`src/rtl/mig_sram_pkg.sv`:
```
// Shared types and constants for the MigU SRAM arbiter.
package mig_sram_pkg;

  // Which requester owns the read data returning from the SRAM next cycle.
  typedef enum logic [1:0] {
    OWN_NONE = 2'd0,
    OWN_IF   = 2'd1,
    OWN_LS   = 2'd2
  } rsp_owner_t;

  // Width of the fetch starvation counter.
  localparam int STARVE_CNT_W = 4;

  // Ports carry word addresses: the two byte-offset bits are dropped.
  function automatic int word_addr_w(input int addr_width);
    return addr_width - 2;
  endfunction

endpackage

```
`src/rtl/mig_sram_starve_guard.sv`:
```
// Counts consecutive cycles in which a pending fetch loses to the LSU and
// forces a fetch win once the count reaches STARVE_LIMIT.
module mig_sram_starve_guard
  import mig_sram_pkg::*;
#(
  parameter int STARVE_LIMIT = 4
) (
  input  logic clk,
  input  logic rst,
  input  logic if_req_valid,
  input  logic ls_granted,
  input  logic if_granted,
  output logic force_if
);

  localparam logic [STARVE_CNT_W-1:0] LIMIT = STARVE_CNT_W'(STARVE_LIMIT);

  logic [STARVE_CNT_W-1:0] cnt_q;
  logic [STARVE_CNT_W-1:0] cnt_d;

  // The force flag is the counter sitting at the limit; fetch then wins and
  // the counter clears through the if_granted path below.
  assign force_if = (cnt_q == LIMIT);

  // Next count: clear when fetch is idle or served, bump when LSU beats it.
  always_comb begin
    cnt_d = cnt_q;
    if (!if_req_valid || if_granted) begin
      cnt_d = '0;
    end else if (ls_granted) begin
      cnt_d = cnt_q + 1'b1;
    end
  end

  // Counter register, cleared asynchronously.
  always_ff @(posedge clk or posedge rst) begin
    if (rst) begin
      cnt_q <= '0;
    end else begin
      cnt_q <= cnt_d;
    end
  end

endmodule

```
`src/rtl/mig_sram_arbiter.sv`:
```
// Single-port SRAM arbiter between the MigU fetch port and the LSU port.
// One access per cycle, LSU priority with a fetch starvation guard, read
// data routed back to the winner exactly one cycle after the grant.
module mig_sram_arbiter
  import mig_sram_pkg::*;
#(
  parameter int  ADDR_WIDTH   = 16,
  parameter int  DATA_WIDTH   = 32,
  parameter int  STARVE_LIMIT = 4,
  localparam int WAW          = word_addr_w(ADDR_WIDTH),
  localparam int BEW          = DATA_WIDTH / 8
) (
  input  logic                  clk,
  input  logic                  rst,
  input  logic                  if_req_valid,
  output logic                  if_req_ready,
  input  logic [WAW-1:0]        if_req_addr,
  output logic                  if_rsp_valid,
  output logic [DATA_WIDTH-1:0] if_rsp_data,
  input  logic                  ls_req_valid,
  output logic                  ls_req_ready,
  input  logic [WAW-1:0]        ls_req_addr,
  input  logic                  ls_req_we,
  input  logic [BEW-1:0]        ls_req_be,
  input  logic [DATA_WIDTH-1:0] ls_req_wdata,
  output logic                  ls_rsp_valid,
  output logic [DATA_WIDTH-1:0] ls_rsp_data,
  output logic                  sram_en,
  output logic                  sram_we,
  output logic [BEW-1:0]        sram_be,
  output logic [WAW-1:0]        sram_addr,
  output logic [DATA_WIDTH-1:0] sram_wdata,
  input  logic [DATA_WIDTH-1:0] sram_rdata
);

  logic       force_if;
  logic       if_grant;
  logic       ls_grant;
  rsp_owner_t rsp_owner_q;
  rsp_owner_t rsp_owner_d;

  // Grant decision: LSU first unless the guard forces fetch; nothing in reset.
  always_comb begin
    if_grant = 1'b0;
    ls_grant = 1'b0;
    if (!rst) begin
      if (if_req_valid && (force_if || !ls_req_valid)) begin
        if_grant = 1'b1;
      end else if (ls_req_valid) begin
        ls_grant = 1'b1;
      end
    end
  end

  // A grant is the accept: requesters hold valid, so ready == grant.
  assign if_req_ready = if_grant;
  assign ls_req_ready = ls_grant;

  // SRAM drive muxed from the winner; everything zero when idle.
  always_comb begin
    sram_en    = 1'b0;
    sram_we    = 1'b0;
    sram_be    = '0;
    sram_addr  = '0;
    sram_wdata = '0;
    if (if_grant) begin
      sram_en   = 1'b1;
      sram_be   = '1;
      sram_addr = if_req_addr;
    end else if (ls_grant) begin
      sram_en    = 1'b1;
      sram_we    = ls_req_we;
      sram_be    = ls_req_be;
      sram_addr  = ls_req_addr;
      sram_wdata = ls_req_wdata;
    end
  end

  // Record who owns next cycle's read data; writes produce no response.
  always_comb begin
    rsp_owner_d = OWN_NONE;
    if (if_grant) begin
      rsp_owner_d = OWN_IF;
    end else if (ls_grant && !ls_req_we) begin
      rsp_owner_d = OWN_LS;
    end
  end

  // Owner register; reset drops any read in flight.
  always_ff @(posedge clk or posedge rst) begin
    if (rst) begin
      rsp_owner_q <= OWN_NONE;
    end else begin
      rsp_owner_q <= rsp_owner_d;
    end
  end

  assign if_rsp_valid = (rsp_owner_q == OWN_IF);
  assign ls_rsp_valid = (rsp_owner_q == OWN_LS);
  assign if_rsp_data  = if_rsp_valid ? sram_rdata : '0;
  assign ls_rsp_data  = ls_rsp_valid ? sram_rdata : '0;

  mig_sram_starve_guard #(
    .STARVE_LIMIT(STARVE_LIMIT)
  ) u_starve_guard (
    .clk         (clk),
    .rst         (rst),
    .if_req_valid(if_req_valid),
    .ls_granted  (ls_grant),
    .if_granted  (if_grant),
    .force_if    (force_if)
  );

endmodule

```
`config.mk`:
```
export PLATFORM = sky130hd
export DESIGN_NAME = mig_sram_arbiter
export DESIGN_NICKNAME = d
export VERILOG_FILES = /design/src/rtl/mig_sram_pkg.sv /design/src/rtl/mig_sram_starve_guard.sv /design/src/rtl/mig_sram_arbiter.sv
export SDC_FILE = /design/constraint.sdc
export NUM_CORES = 1
export LEC_CHECK = 0
export ABC_AREA = 1
export CORE_AREA = 4 4 82 84
export DETAILED_ROUTE_END_ITERATION = 10
export DIE_AREA = 0 0 86 88
export PLACE_DENSITY = 0.83
export SLEW_MARGIN = 20
export SYNTH_ARGS = -nofsm -noshare
export SYNTH_HDL_FRONTEND = slang
export SYNTH_SLANG_ARGS = --single-unit
```
`constraint.sdc`:
```
create_clock -name clk -period 3.5 [get_ports clk]
set_input_delay 0.7 -clock clk [delete_from_list [all_inputs] [get_ports clk]]
set_output_delay 0.7 -clock clk [all_outputs]
set_load 0.02 [all_outputs]
```
; Yosys cells after proc, flatten, opt, wreduce, memory -nomap -nowiden
; Index checks and enable logic that the tools add are counted.
[word_totals]
memories = 0
romBits = 0
ram_bits = 0
regBits = 6
word_cells = 35
latch_bits = 0
[classes]
reduce_logical = 8
bitwise = 0
n_mul = 0
n_mux = 21
div = 0
eq_ne = 3
n_lt_le_gt_ge = 0
addsub = 1
shifts = 0
[op_table]
columns = cell, n
row1 = $mux W32, 4
row2 = $mux W14, 2
row3 = $mux W4, 4
row4 = $mux W1, 9
row5 = $add A4 B1 Y4 const B, 1
row6 = $eq A4 B3 Y1 const B, 1
row7 = $mux W2, 2
row8 = $logic_not A1 Y1, 3
row9 = $eq A2 B1 Y1 const B, 1
row10 = $eq A2 B2 Y1 const B, 1
row11 = $logic_and A1 B1 Y1, 2
row12 = $logic_or A1 B1 Y1, 2
row13 = $reduce_bool A2 Y1, 1

; Logic depth before layout (Yosys ltp)
; Gate-level depths: netlist (run 1).
[logic_depth]
word_depth = 8
ltp_mapped = 9

; Modules after synthesis
; A second synthesis (run 1) with hierarchy kept.
[unflattened]
cells_unflattened = 277
hier_area_um2 = 1647.8
[modules_own_cells]
columns = mod, seq_area_each_um2, area_per_inst_um2, n_inst, cells_per_inst
row1 = mig_sram_arbiter, 50.0, 1422.6, 1, 247
row2 = mig_sram_starve_guard, 100.1, 225.2, 1, 30

; Worst setup path before layout (run 1)
; OpenSTA, ideal clock, no wires.
[synth_path]
kind = input port to output port
start = input rst
end = output sram_addr[0]
arrival_time_ps = 1678
setup_slack_ps = 1122
cell_stages = 3
path_cell_list = inv_1 nand3_4 o21ai_0
[synth_via]
elab_chain_len = 3
[synth_lines]
columns = item, line_no
row1 = "start, declared", mig_sram_arbiter.sv:14  ; input logic rst,
row2 = $mux W1, mig_sram_arbiter.sv:46  ; if (!rst) begin
row3 = $mux W14, mig_sram_arbiter.sv:70  ; end else if (ls_grant) begin
row4 = $mux W14 (*), mig_sram_arbiter.sv:66  ; if (if_grant) begin
row5 = "end, declared", mig_sram_arbiter.sv:31  ; output logic [WAW-1:0] sram_addr,
; Every way passes the cells marked *; elsewhere a longest branch is shown, timed or not.

; Worst setup path after layout (run 1)
[layout_path]
start = input ls_req_valid
end = output sram_addr[0]
[layout_via]
elab_chain_len = 7
[layout_lines]
columns = item, line_no
row1 = "start, declared", mig_sram_arbiter.sv:20  ; input logic ls_req_valid,
row2 = $logic_not A1 Y1, mig_sram_arbiter.sv:47  ; if (if_req_valid && (force_if || !ls_req_valid)) begin
row3 = $logic_or A1 B1 Y1, mig_sram_arbiter.sv:47
row4 = $logic_and A1 B1 Y1, mig_sram_arbiter.sv:47
row5 = $mux W1, mig_sram_arbiter.sv:47
row6 = $mux W1, mig_sram_arbiter.sv:46
row7 = $mux W14, mig_sram_arbiter.sv:70
row8 = $mux W14 (*), mig_sram_arbiter.sv:66
; Marked as above.

==> reports/results.ini, run 1 <==
[clock_network]
clkSlewWorstSetupHoldPaths_ns=0.03
insertion_delay_ns=0.22
cts.sinks=6
cts_buffer_depth=2
postCtsResizedCells=0
root_buffer=clkbuf_8
cts_buffers=3
post-cts-setup-buffer-count=0
h-tree-depth=1
cts_hold_buf=0
cts_tree=built

[power]
power_density_nw_per_um2=149
pwr-share-clk=0.185
peakVddDrop_v=0.0000851
p_comb_frac=0.673
switching_power_uw=193
internal_power_uw=350
p_leak_nw=1.80
seq_power_share=0.143
netSwitchingFraction=0.355

[job]
maxCapViolations=0

[timing]
worst_pin_slew_ns=0.322
clock.fmax_mhz=300
slew_headroom=0.785
hold_viol_final=0
rsz0062_at_grt=false
setup_viol=0
finalSetupTns_ns=0
skew_ns=0.000218
fin_crit_sh=0.954
holdWs_ns=0.549
final_max_slew_viol_count=0
fin_ws_ns=0.162
fin_crit_ns=3.34

[worst_hold_path]
holdPathStages=2
hp-start=u_starve_guard.cnt_q[0]
worstHoldEndpoint=u_starve_guard.cnt_q[0]
worstHoldPathType=reg -> reg

[global_routing]
grt_antenna_before_repair=1
grt_max_degree=47
grt_util_met1=0.177
grt.total_usage=0.180
met2_usage=0.359
busiest_layer=met2
grt_use_met3=0.0564
overflow=0
grt_pass1_vias=2250
grt_first_pass_wirelength_um=10900

[yosys]
yosys.area_share.simple=0.405
synth.top_cell.area_share=0.280
synth-compound-area-share=0.114
synth.distinct_cells=17
postSynthCellCount=270
yosysSeqAreaShare=0.112
syn-num-nets=373
synth_top_family_by_area=simple AND/OR/NAND/NOR gates
synthAdderAreaFrac=0.0187
yosys.area_share.xor_xnor=0.00654
synthMuxAreaShare=0
netlist_area_um2=1340
yosysTopAreaCell=nor2_1
ys_warn_count=0
ys_ff_latch=6
synth_area_per_cell_um2=4.96
synthTopCellsByArea=nor2_1 28%, inv_1 26%, dfrtp_1 11%

[cells_and_area]
final_area_um2=3630
stdcell_count=561
layout-drive-gt1-share=0.0556
areaGrowthSynthToFinish_pct=171
fill_cells=552
layout.nets=591
final_common_cell=clkdlybuf4s50_1
final_cell_mix=220 x clkdlybuf4s50_1, 100 x nor2_1, 94 x inv_1
antennaDiodeCount=0

[place]
place_inst=558
place_congestion=0.871
hpwl_um=6600
dpl-instance-area_um2=3590
io_buffers=220
dp_worst_setup_slack_ns=0.182

[worst_setup_path]
cp_slowest_cell=clkdlybuf4s50_1
r2r_cells=7
critPathLaunchType=primary input
r2r_setup_slack_ns=2.14
r2r_end=u_starve_guard.cnt_q[0]
worstPathMaxFanout=46
regToRegStartpoint=u_starve_guard.cnt_q[0]
criticalPathCategory=in -> out
path_buf_inv=3
slowest_delay_ns=0.65
crit_required_ns=2.80
critical-path-top-delay-family=buffers and inverters
path_cells=clkdlybuf4s50_1 -> nand2_2 -> nand2_2 -> nand3_4 -> buf_12 -> o21ai_0 -> clkdlybuf4s50_1
worstPathArrival_ns=2.64
end_kind=primary output

[floorplan]
core_um2=5920
fp-row-count=28
die_y_um=88
ios=221
die_w_um=86
dieArea_um2=7570
start_util=0.226

[route]
drt-initial-drc-count=38
firstDrtPassIters=6
num_vias=2280
post_drt_wl_per_cell_um=13.0
drtAntennaViolNets=0
drt-vias-per-instance=4.06
drc=0
wirelength_um=7320

[run_status]
status=finished, final reports clean

## sequential cells by signal (all words and copies together), names as in the netlist
name / flops
rsp_owner_q: 2
u_starve_guard.cnt_q: 4
## cells by family after synthesis
family,after synthesis
adders and majority gates,2
xor gates and xnor gates,1
AOI/OAI and AO/OA,20
DFF,6
buffers and inverters,107
and+or+nand+nor,134
## metrics by stage
stage / total power, mW / utilization
6_report: 0.542 / 0.613
5_1_grt: 0.580 / 0.613
4_1_cts: 0.550 / 0.613
3_5_place_dp: 0.445 / 0.606
3_3_place_gp: 0.440 / 0.606
2_1_floorplan: 0.227 / -
## synthesized netlist by cell type, drive strengths merged
cell,number
o21ai,19
clkbuf,6
inv,95
buf,6
nand2,27
dfrtp,6
xor2,1
ha,2
nor2,100
a21oi,1
nand4,1
nand3,6
## worst max path at each step
stage	from	to	slack [ns]	cells past startpoint
detailed placement	ls_req_valid	sram_addr[0]	0.18	7
global placement	ls_req_valid	sram_be[3]	0.26	7
finish	ls_req_valid	sram_addr[0]	0.16	7
floorplan	rst	sram_addr[0]	1.12	3
CTS	ls_req_valid	sram_addr[0]	0.16	7
global route	ls_req_valid	sram_addr[0]	0.10	7
## power by group through the flow
| stage | sequential, mW | combinational [mW] | clock (mW) |
|---|---|---|---|
| 2_1_floorplan | 0.0769 | 0.150 | 0 |
| 6_report | 0.0773 | 0.365 | 0.100 |
| 3_5_place_dp | 0.0781 | 0.367 | 0 |
| 3_3_place_gp | 0.0776 | 0.362 | 0 |
| 4_1_cts | 0.0774 | 0.368 | 0.105 |
| 5_1_grt | 0.0778 | 0.394 | 0.108 |
## layout make-up
| type | count | area (um^2) | area share |
|---|---|---|---|
| clock buffer | 3 | 41.3 | 0.0114 |
| inverter | 95 | 362 | 0.0997 |
| multi-input combinational | 157 | 729 | 0.201 |
| sequential | 6 | 150 | 0.0414 |
| tap | 75 | 93.8 | 0.0259 |
| timing repair buffer | 225 | 2250 | 0.621 |
## worst min-delay path, cell delays in order (launching register included)
cell	delay, ns
dfrtp_1	0.39
nand2_1	0.07
nand2_1	0.05
## layer usage
metal	vias to the layer above	routed length (um)
li1	1166	-
met1	963	2420
met2	133	3970
met3	16	778
met4	2	133
met5	-	12
No activity file was read; power rests on OpenSTA's default activity.
==> run 2, diff against run 1 <==
- clock period: 3.5 -> 3.89 ns (I/O delays scaled with it)
==> reports/results.ini, run 2 (synthesis results as in run 1) <==
[clock_network]
clkSlewWorstSetupHoldPaths_ns=0.04
postCtsResizedCells=0
cts_tree=built
cts_buffers=3
root_buffer=clkbuf_8
h-tree-depth=1
cts_hold_buf=0
post-cts-setup-buffer-count=0
insertion_delay_ns=0.22
cts_buffer_depth=2
cts.sinks=6

[place]
io_buffers=220
place_inst=555
place_congestion=0.865
hpwl_um=6660

[route]
firstDrtPassIters=4
wirelength_um=7430
post_drt_wl_per_cell_um=13.3
drt-vias-per-instance=4.06
drt-initial-drc-count=37
drc=0
drtAntennaViolNets=0
num_vias=2266

[timing]
rsz0062_at_grt=false
final_max_slew_viol_count=0
hold_viol_final=0
skew_ns=0.00279
finalSetupTns_ns=0
clock.fmax_mhz=278
fin_crit_sh=0.926
fin_crit_ns=3.60
slew_headroom=0.310
setup_viol=0
worst_pin_slew_ns=1.03

[run_status]
status=finished, final reports clean

[cells_and_area]
multi_input_area_um2=729
final_common_cell=clkdlybuf4s50_1
ff_latch_area_um2=150
antennaDiodeCount=0
stdcell_count=558
regMostFlops=u_starve_guard.cnt_q
layout-drive-gt1-share=0.0497
fill_cells=554
layout.nets=588
areaGrowthSynthToFinish_pct=169
largest_reg_flops=4
final_cell_mix=220 x clkdlybuf4s50_1, 100 x nor2_1, 94 x inv_1
reg_top3=u_starve_guard.cnt_q x4, rsp_owner_q x2

[global_routing]
met2_usage=0.365
busiest_layer=met2
grt_antenna_before_repair=0
grt_util_met1=0.173
grt_pass1_vias=2279
grt_first_pass_wirelength_um=10900
grt_max_degree=40
grt.total_usage=0.180
overflow=0
grt_use_met3=0.0677

[worst_setup_path]
cp_slowest_cell=clkdlybuf4s50_1
regToRegStartpoint=u_starve_guard.cnt_q[0]
startpoint=ls_req_valid
crit_required_ns=3.11
slowest_delay_ns=0.65
end_kind=primary output
path_cells=clkdlybuf4s50_1 -> nand2_2 -> nand2_2 -> nand3_4 -> buf_12 -> nor2_1 -> clkdlybuf4s50_1
criticalPathCategory=in -> out
critPathLaunchType=primary input
worstPathArrival_ns=2.82
worstPathMaxFanout=39

[job]
maxCapViolations=0

[power]
power_uw=489
p_leak_nw=1.79
peakVddDrop_v=0.000171
power_density_nw_per_um2=136

[worst_hold_path]
hp-start=u_starve_guard.cnt_q[0]
worstHoldPathType=reg -> reg

[floorplan]
start_util=0.226
ios=221
die_w_um=86
fp-row-count=28
dieArea_um2=7570
core_um2=5920
die_y_um=88

==> run 2: path summary, 6_finish.rpt <==
| check | slack, ns | cells after the start | end |
|---|---|---|---|
| setup reg to reg | 2.33 | 8 | rsp_owner_q[1] |
| hold / removal | 0.54 | 2 | u_starve_guard.cnt_q[0] |
| hold reg to reg | 0.54 | 2 | u_starve_guard.cnt_q[0] |
| min in group asynchronous | 1.04 | 3 | u_starve_guard.cnt_q[0] |
| setup / recovery | 0.29 | 7 | sram_wdata[18] |
| max in group asynchronous | 2.73 | 3 | rsp_owner_q[1] |
==> run 2: worst max-delay path, delay by kind of cell <==
kind | cells | cell delay [ns]
buf+inv | 3 | 1.48
simple gates | 4 | 0.56
==> run 2: layer usage <==
| layer | vias to the layer above | wire [um] | part of all wire |
|---|---|---|---|
| li1 | 1160 | - | - |
| met1 | 963 | 2490 | 0.33 |
| met2 | 137 | 4090 | 0.55 |
| met3 | 6 | 808 | 0.11 |
| met4 | 0 | 49 | 0.0066 |
| met5 | - | 0 | 0 |
==> run 2: report_power, final <==
group | internal (mW) | leakage, nW | switching (mW)
Combinational | 0.181 | 1.69 | 0.147
Sequential | 0.0661 | 0.0813 | 0.00284
Clock | 0.0664 | 0.0216 | 0.0258
==> run 2: stage by stage <==
stage	instance area, um^2	util	setup slack [ns]	hold slack, ns
final	3610	0.609	0.290	0.540
after global placement	3560	0.602	0.297	0.518
after floorplan	1340	-	1.36	0.495
after detailed placement	3560	0.602	0.280	0.534
after global routing	3610	0.609	0.168	0.570
after CTS	3610	0.609	0.277	0.545
==> run 2: final cells by class <==
type | instances | share of cell area
Timing Repair Buffer | 222 | 0.618
Inverter | 95 | 0.100
Multi-Input combinational cell | 157 | 0.202
Tap cell | 75 | 0.0260
Sequential cell | 6 | 0.0416
Clock buffer | 3 | 0.0115
